## src/rtl/bfp_pkg.sv

```systemverilog
// Shared types and helpers for the block-floating-point normalizer.
package bfp_pkg;

    typedef enum logic {
        FILL  = 1'b0,
        DRAIN = 1'b1
    } state_t;

    // Width of a redundant-sign-bit count for a WIDTH-bit component (0..WIDTH-1).
    function automatic int cnt_w(input int width);
        return $clog2(width) + 1;
    endfunction

    function automatic int unsigned min3(input int unsigned a,
                                         input int unsigned b,
                                         input int unsigned c);
        int unsigned m;
        m = (a < b) ? a : b;
        return (m < c) ? m : c;
    endfunction

endpackage

```

## src/rtl/bfp_blk_buf.sv

```systemverilog
// Block sample store: one synchronous write port, one asynchronous read port, no reset.
module bfp_blk_buf #(
    parameter  int DATA_W = 32,
    parameter  int DEPTH  = 16,
    localparam int ADDR_W = $clog2(DEPTH)
) (
    input  logic              clk,
    input  logic              wr_en,
    input  logic [ADDR_W-1:0] wr_addr,
    input  logic [DATA_W-1:0] wr_data,
    input  logic [ADDR_W-1:0] rd_addr,
    output logic [DATA_W-1:0] rd_data
);

    logic [DATA_W-1:0] mem [DEPTH];

    always_ff @(posedge clk) begin
        if (wr_en) begin
            mem[wr_addr] <= wr_data;
        end
    end

    assign rd_data = mem[rd_addr];

endmodule

```

## src/rtl/bfp_normalize.sv

```systemverilog
// Block-floating-point normalizer: buffers one block, tracks the minimum headroom,
// then streams the block back left-shifted by that common amount.
module bfp_normalize
    import bfp_pkg::*;
#(
    parameter  int WIDTH     = 16,
    parameter  int BLK_LEN   = 16,
    parameter  int MAX_SHIFT = WIDTH - 1,
    localparam int CNT_W     = cnt_w(WIDTH)
) (
    input  logic             clk,
    input  logic             rst_n,
    input  logic             in_valid,
    output logic             in_ready,
    input  logic [WIDTH-1:0] in_re,
    input  logic [WIDTH-1:0] in_im,
    input  logic [CNT_W-1:0] in_cnt_re,
    input  logic [CNT_W-1:0] in_cnt_im,
    output logic             out_valid,
    input  logic             out_ready,
    output logic [WIDTH-1:0] out_re,
    output logic [WIDTH-1:0] out_im,
    output logic [CNT_W-1:0] out_exp,
    output logic             out_last
);

    localparam int               IDX_W     = $clog2(BLK_LEN);
    localparam logic [IDX_W-1:0] LAST_IDX  = IDX_W'(BLK_LEN - 1);
    localparam logic [CNT_W-1:0] CNT_MAX   = CNT_W'(WIDTH - 1);
    localparam logic [CNT_W-1:0] SHIFT_CAP = CNT_W'(MAX_SHIFT);

    state_t             state;
    state_t             state_next;
    logic [IDX_W-1:0]   wr_idx;
    logic [IDX_W-1:0]   rd_idx;
    logic [CNT_W-1:0]   min_cnt;
    logic [CNT_W-1:0]   min_next;
    logic [CNT_W-1:0]   shift_r;
    logic               in_fire;
    logic               out_fire;
    logic [2*WIDTH-1:0] rd_data;
    logic [WIDTH-1:0]   rd_re;
    logic [WIDTH-1:0]   rd_im;

    bfp_blk_buf #(
        .DATA_W (2 * WIDTH),
        .DEPTH  (BLK_LEN)
    ) u_buf (
        .clk     (clk),
        .wr_en   (in_fire),
        .wr_addr (wr_idx),
        .wr_data ({in_re, in_im}),
        .rd_addr (rd_idx),
        .rd_data (rd_data)
    );

    assign rd_re = rd_data[2*WIDTH-1:WIDTH];
    assign rd_im = rd_data[WIDTH-1:0];

    always_ff @(posedge clk or negedge rst_n) begin
        if (!rst_n) begin
            state <= FILL;
        end else begin
            state <= state_next;
        end
    end

    always_comb begin
        state_next = state;
        in_ready   = 1'b0;
        out_valid  = 1'b0;
        out_last   = 1'b0;
        in_fire    = 1'b0;
        out_fire   = 1'b0;
        case (state)
            FILL: begin
                in_ready = 1'b1;
                in_fire  = in_valid;
                if (in_valid && (wr_idx == LAST_IDX)) begin
                    state_next = DRAIN;
                end
            end
            DRAIN: begin
                out_valid = 1'b1;
                out_last  = (rd_idx == LAST_IDX);
                out_fire  = out_ready;
                if (out_ready && (rd_idx == LAST_IDX)) begin
                    state_next = FILL;
                end
            end
            default: state_next = FILL;
        endcase
    end

    // Running minimum including the sample being accepted this cycle.
    assign min_next = CNT_W'(min3(32'(min_cnt), 32'(in_cnt_re), 32'(in_cnt_im)));

    always_ff @(posedge clk or negedge rst_n) begin
        if (!rst_n) begin
            wr_idx  <= '0;
            rd_idx  <= '0;
            min_cnt <= CNT_MAX;
            shift_r <= '0;
        end else begin
            if (in_fire) begin
                min_cnt <= min_next;
                if (wr_idx == LAST_IDX) begin
                    wr_idx  <= '0;
                    shift_r <= (min_next > SHIFT_CAP) ? SHIFT_CAP : min_next;
                end else begin
                    wr_idx <= wr_idx + 1'b1;
                end
            end
            if (out_fire) begin
                if (rd_idx == LAST_IDX) begin
                    rd_idx  <= '0;
                    min_cnt <= CNT_MAX;
                end else begin
                    rd_idx <= rd_idx + 1'b1;
                end
            end
        end
    end

    // shift_r never exceeds any component's headroom, so a plain left shift keeps the sign.
    assign out_re  = rd_re << shift_r;
    assign out_im  = rd_im << shift_r;
    assign out_exp = shift_r;

endmodule
```

## config.mk

```make
export PLATFORM = sky130hd
export DESIGN_NAME = bfp_normalize
export DESIGN_NICKNAME = d
export VERILOG_FILES = /design/src/rtl/bfp_pkg.sv /design/src/rtl/bfp_blk_buf.sv /design/src/rtl/bfp_normalize.sv
export SDC_FILE = /design/constraint.sdc
export NUM_CORES = 1
export LEC_CHECK = 0
export BUFFER_PORTS_ARGS = -buffer_cell sky130_fd_sc_hd__buf_2
export CAP_MARGIN = 10
export CORE_AREA = 2 2 240 242
export DETAILED_ROUTE_END_ITERATION = 16
export DIE_AREA = 0 0 242 244
export GPL_TIMING_DRIVEN = 0
export MAX_ROUTING_LAYER = met4
export PLACE_DENSITY = 0.59
export SLEW_MARGIN = 20
export SYNTH_ARGS = -nofsm -noshare
export SYNTH_HDL_FRONTEND = slang
export SYNTH_SLANG_ARGS = --single-unit
```

## constraint.sdc

```tcl
create_clock -name clk -period 5.22 [get_ports clk]
set_input_delay 0.522 -clock clk [delete_from_list [all_inputs] [get_ports clk]]
set_output_delay 0.522 -clock clk [all_outputs]
set_load 0.005 [all_outputs]
```

# Word level (Yosys, flattened, before mapping)

Memory sizes are Yosys's and may differ from the RTL's.
Index checks and enable logic that the tools add are counted.

Bits in registers: 19
Bits in writable memories: 512
Input bits: 46
Output and inout port bits: 40
Word-level logic and storage cells: 37
Memories: 1

Add/sub/neg operators: 2
Order comparisons: 3
Eq/ne operators: 2
Shift operators: 2
Mux-type cells: 18
Bitwise gates (word level): 1
Reductions and logical operators: 3

Memories:

| memory    | words | bits a word | rd ports | clocked after Yosys merged registers in | wr ports | RTL line          | text |
|---|---|---|---|---|---|---|---|
| u_buf.mem | 16    | 32          | 1        | 0                                       | 1        | bfp_blk_buf.sv:15 | `logic [DATA_W-1:0] mem [DEPTH];` |

Operators with widths:

| cell                                                           | number |
|---|---|
| << shifter 16 x 5 -> 16 bit                                    | 2 |
| 2-to-1 mux 5 bit                                               | 6 |
| < comparator 5 bit                                             | 2 |
| 2-to-1 mux 1 bit                                               | 9 |
| adder 4 x 1 -> 4 bit (second input constant)                   | 2 |
| == test 4 bit (second input constant)                          | 2 |
| 2-to-1 mux 4 bit                                               | 2 |
| greater-than comparator 5 x 4 -> 1 bit (second input constant) | 1 |
| logical AND 1 bit                                              | 2 |
| case mux 1 bit (2 select lines)                                | 1 |
| AND reduction 2 bit                                            | 1 |
| inverter 1 bit                                                 | 1 |

# Logic depth before layout (Yosys ltp)

Word-level depth: 7
Depth in mapped cells: 14
Depth with buffers taken out: 14

# By module

Synthesis repeated with hierarchy kept, for this count alone.

Cells, all modules: 1094
Area total of the unflattened synthesis: 21682.0 um2

Modules (own cells, without submodules):

| module        | times used | cells an instance | area an instance (um2) |
|---|---|---|---|
| bfp_blk_buf   | 1          | 806               | 19213.4 |
| bfp_normalize | 1          | 288               | 2468.6 |

# Least setup slack after synthesis

OpenSTA, ideal clock, no wires.

Path type: input to register
Start point: input port in_cnt_re[1]
End point: register shift_r[0] (netlist: out_exp[0])
Arrival: 3.609 ns
Data required time: 5.088 ns
Path slack: 1.479 ns
Stages: 14
Path through: inv_1 -> ha_1 -> a21o_1 -> a21oi_1 -> o21a_1 -> mux2_2 -> ha_1 -> a21o_1 -> a21o_1 -> a21oi_1 -> nand3b_1 -> o211ai_1 -> and3b_1 -> a211oi_1

Word-level cells in the longest chain between the ends: 6

Ends and longest elaborated chain:

| what                                   | RTL line             | text |
|---|---|---|
| start: declaration                     | bfp_normalize.sv:17  | `input logic [CNT_W-1:0] in_cnt_re,` |
| < comparator 5 bit                     | bfp_pkg.sv:18        | `m = (a < b) ? a : b;` |
| 2-to-1 mux 5 bit (*)                   | bfp_pkg.sv:18        |  |
| < comparator 5 bit                     | bfp_pkg.sv:19        | `return (m < c) ? m : c;` |
| 2-to-1 mux 5 bit (*)                   | bfp_pkg.sv:19        |  |
| greater-than comparator 5 x 4 -> 1 bit | bfp_normalize.sv:109 | `shift_r <= (min_next > SHIFT_CAP) ? SHIFT_CAP : min_next;` |
| 2-to-1 mux 5 bit (*)                   | bfp_normalize.sv:109 |  |
| end signal: assignment                 | bfp_normalize.sv:109 |  |
| end: declaration                       | bfp_normalize.sv:38  | `logic [CNT_W-1:0] shift_r;` |

Every way passes the cells marked *; elsewhere a longest branch is shown, timed or not.
A chain may end at the register's enable or synchronous reset.

# Worst setup path after layout

Start point: register rd_idx[3]
End point: output port out_re[11]

Word-level cells in the longest chain between the ends: 2

Ends and longest elaborated chain:

| what                        | RTL line             | text |
|---|---|---|
| start: declaration          | bfp_normalize.sv:35  | `logic [IDX_W-1:0] rd_idx;` |
| start signal: assignment    | bfp_normalize.sv:119 | `rd_idx <= rd_idx + 1'b1;` |
| memory (16 x 32 bit)        | --                   |  |
| << shifter 16 x 5 -> 16 bit | bfp_normalize.sv:126 | `assign out_re = rd_re << shift_r;` |
| end: declaration            | bfp_normalize.sv:21  | `output logic [WIDTH-1:0] out_re,` |

Every way passes these cells.

==> metrics.md <==
| Metric | Value |
|---|---|
| Run status | complete, no violations |
| DR vias/cell | 5.74 |
| All-Layer GR Usage | 22.1% |
| Clock share of power | between 20% and 30% |
| Total Power | 14.8 mW |
| Clock buffer depth | 3 |
| Post-route setup TNS | 0 ns |
| Synth unique cells | 61 |
| Layout cells sized above 1 | 26.0% |
| Register area share after synthesis | 71.1% |
| Sw power | 5.32 mW |
| DRT Pass-1 Iters | 5 |
| Leak | 8.59 nW |
| DRT antenna net count | 0 |
| Hpwl dp | around 39000 µm |
| Mapped Cells | 1218 |
| Area of the multi-input gates | 6010 µm² |
| RSZ-0062 raised after global routing | no |
| RePlAce Congestion | about 0.90 |
| Port bufs | 85 |
| Slew HR | 28.9% |
| H-tree levels | 2 |
| Arrival @ worst endpoint | 4.52 ns |
| Post-Route WL | roughly 63000 µm |
| Via count | approximately 12000 |
| Commonest cells after routing, fill and taps aside | edfxtp_1, mux4_2, buf_2 |
| Antenna violations before repair | 4 |
| Rows | between 80 and 90 |
| CORE AREA | between 50000 and 60000 µm² |
| Mean area per synthesized cell | about 18 µm² |
| Clock transition at path regs | ~0.060 ns |
| Synth-to-layout area growth | 15.0% |
| Critical-path cell list | inv_1 > clkdlybuf4s15_1 > clkbuf_2 > nor2_1 > o31ai_1 > nor4_1 > mux2i_1 > a22oi_1 > o21ai_0 > buf_2 |
| Fin crit share | 96.7% |
| Wire per inst | 29.1 µm |
| Share of power burned in registers | 35.1% |
| Slowest CP cell | dfrtp_1 |
| Sw Share | 35.9% |
| CP startpoint kind | register |
| Final nets | 1428 |
| CTS tree | done |
| Syn Nets | 1277 |
| Post-synth EDFFs | 512 |
| CP required | about 4.7 ns |
| Max-cap violations | 0 |
| Worst vdd ir | 0.242 mV |
| Highest clock rate | 198 MHz |
| Slew @ Worst Pin | 1.07 ns |
| Vias in the first global route | 12400 |
| CP endpoint kind | primary output |
| DR DRC count | 0 |
| Final min period | 5.05 ns |
| CP max stage delay | 0.62 ns |
| Clk sink count | 531 |
| Post-CTS Setup Repair Bufs | 0 |
| Num CTS Buffers | 54 |
| Io pins | 86 |
| Initial DRC count | 1247 |
| Slew Limit Fails | 0 |
| First-pass GRT wire length | slightly above 90000 µm |
| Clk_skew | 0.0105 ns |
| Largest net degree at the start of global routing | 33 |
| Initial Util | 39.7% |
| Flop2flop setup slack | ~1 ns |
| Final hold viol count | 0 |
| Hold Path Class | in -> reg |
| FF/Latch Area | 15900 µm² |
| CTS root buffer | clkbuf_16 |
| Cell family contributing the most delay on the critical path | buffers and inverters |
| GRT Residual Overflow | 0 |
| Power Internal | 9.49 mW |
| CP max FO | 10 |
| Worst-Skew Late Latency | 0.60 ns |
| Most common cell after layout, fill and taps aside | edfxtp_1 |
| Post-synthesis async set-or-reset flop share | 3.58% |
| Fill cells | between 4000 and 5000 |
| WP buf/inv | 4 |
| Die ar. | 59000 µm² |
| Synth warn | 0 |
| Die height | roughly 240 µm |
| Comb power frac | between 30 and 40% |
| Dominant synthesized flop cell | edfxtp_1 |
| Pwr dens | about 580 nW/µm² |
| Die width | about 240 µm |
| Mapped Area | 22300 µm² |
| FF+latch count, synth | between 500 and 600 |
| Kind of critical path | reg -> out |
| Final setup fails | 0 |
==> kinds of logic (layout without fill, tap and decap cells) <==
group           after synthesis  after routing  share of synthesized area, %
buf+inv                      89            286                          2.13
other cells                   0              3                             0
compound gates              185            185                          6.00
xor+xnor                      2              2                        0.0786
fa+ha+maj                    13             13                         0.730
mux                         208            208                          15.8
simple gates                190            190                          4.15
flops                       531            531                          71.1
==> layout make-up <==
| type | count | share of cell area [%] |
|---|---|---|
| Antenna cell | 3 | 0.0293 |
| Buffer | 68 | 1.60 |
| Clock buffer | 72 | 5.78 |
| Clock inverter | 30 | 0.820 |
| Inverter | 21 | 0.308 |
| Multi-Input combinational cell | 598 | 23.4 |
| Sequential cell | 531 | 61.9 |
| Tap cell | 756 | 3.69 |
| Timing Repair Buffer | 95 | 2.47 |
==> path summary, 6_finish.rpt <==
path,depth (start not counted),end,start
max in group asynchronous,2,min_cnt[1],rst_n
worst min-delay path,3,min_cnt[3],in_cnt_im[3]
worst max-delay path,10,out_re[11],rd_idx[3]
worst max register to register,13,out_exp[2],min_cnt[1]
worst min register to register,2,min_cnt[0],min_cnt[0]
min in group asynchronous,2,rd_idx[1],rst_n
==> what timing repair did <==
action                                 CTS  global route
resized for setup                        4             4
setup endpoints to repair               11             5
endpoints found under the hold margin   15             0
hold buffers                             1             0
==> synthesized netlist by cell type, drive strengths merged, types with 9 or more instances <==
cell type / number / area, µm²
a221o: 9 / 90.1
ha: 13 / 163
dfrtp: 15 / 375
buf: 35 / 273
nand2b: 11 / 68.8
inv: 20 / 75.1
nor3: 23 / 115
o22ai: 12 / 75.1
clkbuf: 33 / 124
mux4: 112 / 2530
mux2: 25 / 282
and2: 24 / 150
mux2i: 71 / 711
nand3: 12 / 60.1
o21ai: 26 / 130
edfxtp: 512 / 15400
a21oi: 24 / 120
a211oi: 10 / 75.1
nand2: 47 / 176
a21o: 11 / 82.6
a221oi: 14 / 129
a22oi: 18 / 135
nor2: 43 / 161
o211ai: 12 / 90.1
==> worst reg2reg max path, stage by stage, from the launching register on <==
cell      delay, ns
dfstp_2        0.54
ha_1           0.22
a21o_1         0.15
a21oi_1        0.23
o21a_1         0.26
mux2_2         0.39
ha_1           0.30
a21o_1         0.16
a21o_1         0.19
a21oi_1        0.24
nand3b_1       0.11
o211ai_1       0.80
and3b_1        0.36
a211oi_1       0.11
==> metal layers <==
metal / global-route usage, % / routed length, µm / vias to the layer above
li1: - / - / 5316
met1: 29.8 / 26700 / 6544
met2: 35.2 / 30300 / 536
met3: 3.59 / 4790 / 93
met4: 5.37 / 1340 / 0
met5: - / 0 / -
==> through the flow <==
step	hold slack, ns	std cells	cell area, µm²	util [%]	worst slack, ns
finish	0.277	2174	25600	45.6	0.173
global route	0.273	2174	25600	45.6	0.0880
CTS	0.241	2171	25600	45.6	0.0544
detailed placement	0.501	2068	23900	42.6	0.461
global placement	0.492	2059	23700	42.1	0.212
floorplan	0.226	1218	22300	-	1.48
==> sequential cells by signal (all words and copies together) (netlist names) <==
name	count
wr_idx	4
out_exp	5
rd_idx	4
min_cnt	5
state	1
u_buf.mem	512
==> power by group through the flow <==
stage / clock (mW) / sequential (mW) / combinational [mW]
after floorplan: 0 / 5.24 / 3.64
after global placement: 0 / 5.30 / 5.80
after detailed placement: 0 / 5.29 / 5.87
after CTS: 3.78 / 5.20 / 5.90
after global routing: 3.96 / 5.23 / 6.27
final: 3.72 / 5.20 / 5.90
Power figures use the tool's default switching activity.
